$ cat src/rtl/bus_arbiter.sv
// N-channel memory-bus arbiter: picks one requester, runs a single bus transaction,
// then returns a one-cycle completion pulse with aligned load data or an error flag.
module bus_arbiter #(
  parameter int unsigned CHANNELS    = 2,
  parameter int unsigned ROUND_ROBIN = 0,
  parameter int unsigned TIMEOUT     = 0
) (
  input  logic                     clk,
  input  logic                     reset,
  input  logic [CHANNELS-1:0]      req_valid,
  input  logic [CHANNELS-1:0]      req_instruction,
  input  logic [CHANNELS-1:0]      req_store,
  input  logic [CHANNELS-1:0]      req_signed,
  input  logic [2*CHANNELS-1:0]    req_size,
  input  logic [32*CHANNELS-1:0]   req_address,
  input  logic [32*CHANNELS-1:0]   req_store_data,
  output logic [CHANNELS-1:0]      req_ready,
  output logic [CHANNELS-1:0]      req_error,
  output logic [31:0]              req_load_data,
  output logic                     ext_valid,
  output logic                     ext_instruction,
  input  logic                     ext_ready,
  output logic [31:0]              ext_address,
  output logic [31:0]              ext_write_data,
  output logic [3:0]               ext_write_strobe,
  input  logic [31:0]              ext_read_data
);

  localparam int unsigned ChW  = (CHANNELS > 1) ? $clog2(CHANNELS) : 1;
  localparam int unsigned CntW = (TIMEOUT > 1) ? $clog2(TIMEOUT) : 1;

  localparam logic [1:0] StIdle = 2'd0;
  localparam logic [1:0] StBus  = 2'd1;
  localparam logic [1:0] StResp = 2'd2;

  logic [1:0]      state_q, state_d;
  logic [ChW-1:0]  gnt_q, gnt_d;
  logic [ChW-1:0]  rr_ptr_q, rr_ptr_d;
  logic            instr_q, instr_d;
  logic            store_q, store_d;
  logic            signed_q, signed_d;
  logic [1:0]      size_q, size_d;
  logic [31:0]     addr_q, addr_d;
  logic [31:0]     wdata_q, wdata_d;
  logic            err_q, err_d;
  logic [CntW-1:0] cnt_q, cnt_d;
  logic [31:0]     load_q, load_d;

  logic           hit_any, hit_hi;
  logic [ChW-1:0] gnt_any, gnt_hi, gnt_sel;
  logic           sel_instr, sel_store, sel_signed, misaligned;
  logic [1:0]     sel_size;
  logic [31:0]    sel_addr, sel_wdata, shifted, aligned;

  // Descending scan so the lowest qualifying index wins; gnt_hi only counts indices at or
  // above the round-robin pointer, falling back to gnt_any to wrap around.
  always_comb begin
    hit_any = 1'b0;
    hit_hi  = 1'b0;
    gnt_any = '0;
    gnt_hi  = '0;
    for (int i = int'(CHANNELS) - 1; i >= 0; i--) begin
      if (req_valid[i]) begin
        hit_any = 1'b1;
        gnt_any = ChW'(i);
        if (i >= int'(rr_ptr_q)) begin
          hit_hi = 1'b1;
          gnt_hi = ChW'(i);
        end
      end
    end
    gnt_sel = ((ROUND_ROBIN != 0) && hit_hi) ? gnt_hi : gnt_any;
  end

  always_comb begin
    sel_instr  = 1'b0;
    sel_store  = 1'b0;
    sel_signed = 1'b0;
    sel_size   = 2'd0;
    sel_addr   = '0;
    sel_wdata  = '0;
    for (int i = 0; i < int'(CHANNELS); i++) begin
      if (gnt_sel == ChW'(i)) begin
        sel_instr  = req_instruction[i];
        sel_store  = req_store[i];
        sel_signed = req_signed[i];
        sel_size   = req_size[2*i +: 2];
        sel_addr   = req_address[32*i +: 32];
        sel_wdata  = req_store_data[32*i +: 32];
      end
    end
    misaligned = ((sel_size == 2'd1) && sel_addr[0]) ||
                 (sel_size[1] && (sel_addr[1:0] != 2'b00));
  end

  always_comb begin
    shifted = ext_read_data >> {addr_q[1:0], 3'b000};
    unique case (size_q)
      2'd0:    aligned = signed_q ? {{24{shifted[7]}}, shifted[7:0]} : {24'h0, shifted[7:0]};
      2'd1:    aligned = signed_q ? {{16{shifted[15]}}, shifted[15:0]} : {16'h0, shifted[15:0]};
      default: aligned = shifted;
    endcase
  end

  always_comb begin
    state_d  = state_q;
    gnt_d    = gnt_q;
    rr_ptr_d = rr_ptr_q;
    instr_d  = instr_q;
    store_d  = store_q;
    signed_d = signed_q;
    size_d   = size_q;
    addr_d   = addr_q;
    wdata_d  = wdata_q;
    err_d    = err_q;
    cnt_d    = cnt_q;
    load_d   = load_q;
    unique case (state_q)
      StIdle: begin
        if (hit_any) begin
          gnt_d    = gnt_sel;
          rr_ptr_d = (gnt_sel == ChW'(CHANNELS - 1)) ? '0 : gnt_sel + ChW'(1);
          instr_d  = sel_instr;
          store_d  = sel_store;
          signed_d = sel_signed;
          size_d   = sel_size;
          addr_d   = sel_addr;
          wdata_d  = sel_wdata;
          err_d    = misaligned;
          cnt_d    = '0;
          state_d  = misaligned ? StResp : StBus;
        end
      end
      StBus: begin
        // A ready arriving on the final count still completes normally.
        if (ext_ready) begin
          load_d  = aligned;
          state_d = StResp;
        end else if ((TIMEOUT > 0) && (cnt_q == CntW'(TIMEOUT - 1))) begin
          err_d   = 1'b1;
          state_d = StResp;
        end else begin
          cnt_d = cnt_q + CntW'(1);
        end
      end
      StResp:  state_d = StIdle;
      default: state_d = StIdle;
    endcase
  end

  always_ff @(posedge clk) begin
    if (reset) begin
      state_q  <= StIdle;
      gnt_q    <= '0;
      rr_ptr_q <= '0;
      instr_q  <= 1'b0;
      store_q  <= 1'b0;
      signed_q <= 1'b0;
      size_q   <= 2'd0;
      addr_q   <= '0;
      wdata_q  <= '0;
      err_q    <= 1'b0;
      cnt_q    <= '0;
      load_q   <= '0;
    end else begin
      state_q  <= state_d;
      gnt_q    <= gnt_d;
      rr_ptr_q <= rr_ptr_d;
      instr_q  <= instr_d;
      store_q  <= store_d;
      signed_q <= signed_d;
      size_q   <= size_d;
      addr_q   <= addr_d;
      wdata_q  <= wdata_d;
      err_q    <= err_d;
      cnt_q    <= cnt_d;
      load_q   <= load_d;
    end
  end

  always_comb begin
    for (int i = 0; i < int'(CHANNELS); i++) begin
      req_ready[i] = (state_q == StResp) && (gnt_q == ChW'(i));
      req_error[i] = (state_q == StResp) && (gnt_q == ChW'(i)) && err_q;
    end
    req_load_data   = load_q;
    ext_valid       = (state_q == StBus);
    ext_instruction = instr_q;
    ext_address     = {addr_q[31:2], 2'b00};
    unique case (size_q)
      2'd0: begin
        ext_write_strobe = 4'b0001 << addr_q[1:0];
        ext_write_data   = {4{wdata_q[7:0]}};
      end
      2'd1: begin
        ext_write_strobe = 4'b0011 << addr_q[1:0];
        ext_write_data   = {2{wdata_q[15:0]}};
      end
      default: begin
        ext_write_strobe = 4'b1111;
        ext_write_data   = wdata_q;
      end
    endcase
    if (!store_q) ext_write_strobe = 4'b0000;
  end

endmodule

$ cat config.mk
export PLATFORM = sky130hd
export DESIGN_NAME = bus_arbiter
export DESIGN_NICKNAME = d
export VERILOG_FILES = /design/src/rtl/bus_arbiter.sv
export SDC_FILE = /design/constraint.sdc
export NUM_CORES = 1
export LEC_CHECK = 0
export CAP_MARGIN = 20
export CORE_MARGIN = 4
export CORE_UTILIZATION = 55
export DETAILED_ROUTE_END_ITERATION = 8
export DONT_BUFFER_PORTS = 1
export GPL_TIMING_DRIVEN = 0
export PLACE_DENSITY = 0.7
export SETUP_SLACK_MARGIN = 0.3
export SLEW_MARGIN = 20
export SYNTH_ARGS = -nofsm -noshare
export SYNTH_HDL_FRONTEND = slang
export SYNTH_SLANG_ARGS = --single-unit
$ cat constraint.sdc
create_clock -name clk -period 1.7 [get_ports clk]
set_input_delay 0.255 -clock clk [delete_from_list [all_inputs] [get_ports clk]]
set_output_delay 0.255 -clock clk [all_outputs]
set_load 0.05 [all_outputs]
==> impl_metrics.csv <==
group,metric,value,unit
floorplanning,fp-row-count,36,
routing,routed_wl,23.6,mm
worst_setup_path,cp_top_family,"simple AND/OR/NAND/NOR gates",
sta,post-route-period-util,117,%
place,dp_hpwl,14.6,mm
clock_tree,clockRootBuffer,"clkbuf_8",
grt,top_usage_layer,"met2",
floorplanning,die_area,12100,sq um
clock_tree,clockBufferDepth,2,
synthesis,synth_compound_area_share,20.8,%
clock_tree,numCtsBuffers,9,
sta,setup_slack,-282,ps
worst_setup_path,path_cells,"buf_6 > nor3b_4 > and2_4",
place,io_buffers,0,
synthesis,ys_warn_count,0,
worst_setup_path,worstSetupPathType,"reg -> out",
synthesis,ys_ff_latch,105,
power,p_sw_share,43.0,%
layout,n_antenna_cell,0,
synthesis,synth_simple_gate_area_share,22.9,%
clock_tree,cts_num_sinks,105,
power,p_leak,3.24,nW
floorplanning,io_pins,281,
synthesis,synthXorXnorAreaFrac,0,%
synthesis,netlist-cell-type-count,44,
layout,drive_gt1_share,35.1,%
worst_setup_path,crit_slowest_cell,"nor3b_4",
grt,grt_pass1_wl,31.1,mm
grt,grt_use_met1,41.0,%
grt,grt_max_degree,16,
power,p_total,9.22,mW
floorplanning,core_area,9950,sq um
synthesis,ys_top_cells_by_area,"dfxtp_1 37%, nand2_1 12%, a311oi_1 10%, nor2_1 6.7%, buf_4 6.2%",
sta,rsz0062_at_grt,"true",
sta,worstMarginPinSlew,669,ps
floorplanning,die_h,110,um
clock_tree,cts_max_level,3,
clock_tree,clkTransAtPathRegs,100,ps
power,p_int,5.26,mW
layout,area_delta_synth_final,41.7,%
run_status,status,"finished, violations left",
sta,slew_headroom,55.4,%
synthesis,yosysTopAreaCell,"dfxtp_1",
grt,grt_overflow,0,
synthesis,avgSynthCellArea,7.80,sq um
clock_tree,cts_tree,"built",
layout,nNetsFinal,991,
synthesis,syn_area,5700,sq um
worst_setup_path,worstPathArrival,1730,ps
power,peakVddDrop,0.614,mV
power,netSwitchingPower,3.96,mW
power,seqPwrFrac,35.2,%
grt,antenna_found_initial,0,
worst_setup_path,slowest_delay,530,ps
grt,grt_usage,33.6,%
place,globalplace.congestion,0.952,
sta,clock-skew-final,12.3,ps
synthesis,ys_seq_area_share,36.9,%
synthesis,synthAdderAreaFrac,0,%
flow_run,drv_cap,0,
layout,mostFrequentLayoutCells,"164 x nand2_1, 96 x dfxtp_1, 93 x nor2_1, 71 x buf_4, 53 x a311oi_1",
routing,post_drt_wl_per_cell,24.8,um
routing,first_iter_violations,680,
grt,grt_use_met3,8.63,%
sta,setup_viol,54,
floorplanning,die_w,110,um
routing,first_pass_iters,6,
worst_setup_path,required,1440,ps
power,p_comb_share,48.2,%
routing,drc,0,
worst_setup_path,critPathLaunchType,"register",
grt,grt_pass1_vias,5703,
place,place_area,6260,sq um
sta,finalMaxSlewViolations,0,
synthesis,synthMuxAreaShare,8.29,%
sta,max_freq,504,MHz
power,clkPwrFrac,16.6,%
sta,period_needed,1980,ps
sta,hold_viol,0,
grt,gr-usage-met2,56.3,%
routing,ant_nets,0,
worst_setup_path,cp_max_fo,3,
synthesis,synth_top_family_by_area,"simple AND/OR/NAND/NOR gates",
synthesis,syn_inst,731,
worst_setup_path,endpoint_kind,"output pin",
synthesis,netlist.area_leader.share,36.9,%
floorplanning,start_util,57.3,%
run_status,violations,"setup timing",
routing,vias,6204,
layout,mostFrequentLayoutCell,"nand2_1",
min_path,hp-class,"in -> reg",
power,p_per_area,1140,nW/um^2
clock_tree,clk_latency,380,ps
worst_setup_path,critPathBufInv,1,
routing,routed_via_density,6.51,
layout,fin_area,8080,sq um
## path summary, 6_finish.rpt
kind	start	endpoint	slack, ps	cells past startpoint
worst min register to register	addr_q[27]	addr_q[27]	500	2
worst max register to register	state_q[0]	req_load_data[9]	-190	10
worst min-delay path	ext_ready	state_q[1]	8	2
worst max-delay path	state_q[0]	req_error[0]	-280	3
## metrics by stage
stage               worst slack (ps)  TNS, ps  util (%)  std cells  hold WS (ps)
finish                          -282    -7270      81.2        953          8.37
global route                    -330    -9880      81.2        953         -3.80
CTS                             -286    -3700      76.6        928          9.68
detailed placement              -157    -4770      62.9        865           359
global placement                -101    -1450      62.9        865           361
floorplan                        159        0         -        732           352
## power groups by stage
stage	Clock [mW]	Sequential (mW)	Combinational, mW
6_report	1.53	3.24	4.44
4_1_cts	1.50	3.19	3.97
3_5_place_dp	0	3.23	3.01
3_3_place_gp	0	3.22	2.96
5_1_grt	1.62	3.26	4.61
2_1_floorplan	0	3.14	2.63
## repair_timing
item                                    in CTS  in global routing
setup buffers                               35                 18
gates resized for setup                    151                 55
hold buffers                                 1                  0
pin swaps                                   58                 52
endpoints found under the hold margin        1                  0
gates cloned                                12                  7
endpoints found under the setup margin     136                140
## metal layers
| layer | wire, um | vias to the layer above |
|---|---|---|
| met1 | 8430 | 2931 |
| met2 | 11500 | 482 |
| li1 | - | 2692 |
| met4 | 976 | 0 |
| met3 | 2740 | 99 |
| met5 | 0 | - |
## cell usage after synthesis (all sizes together)
library cell,count
nand2,184
dfxtp,105
nor2,102
buf,78
a311oi,68
a21oi,33
clkbuf,29
mux2i,27
a211oi,19
mux2,16
nor3,10
o21ai,9
nor2b,8
o211ai,8
o2bb2ai,8
o21a,4
and2,3
nand3b,2
a22oi,1
a31o,1
a31oi,1
and3b,1
and4b,1
conb,1
inv,1
mux4,1
nand2b,1
nand3,1
nand4b,1
nor3b,1
o211a,1
o21ba,1
o31ai,1
or2,1
or4,1
or4b,1
## kinds of logic (layout without fill, tap and decap cells)
family	Yosys count	after routing
flops	105	105
buf+inv	108	195
other cells	1	2
simple gates	318	319
mux	44	44
compound gates	155	155
## registers in the layout (all words and copies together) (netlist names)
name	cells
gnt_q	1
addr_q	32
err_q	1
store_q	1
size_q	2
req_load_data	32
state_q	2
wdata_q	32
ext_instruction	1
signed_q	1
## final cells by class
type	count	area, sq um
clock buffer	13	169
clock inverter	2	12.5
fill	651	1870
sequential	105	2120
inverter	1	7.51
multi-input combinational	520	3670
tap	133	166
timing repair buffer	72	937
buffer	107	1000
No activity file was read; power rests on OpenSTA's default activity.
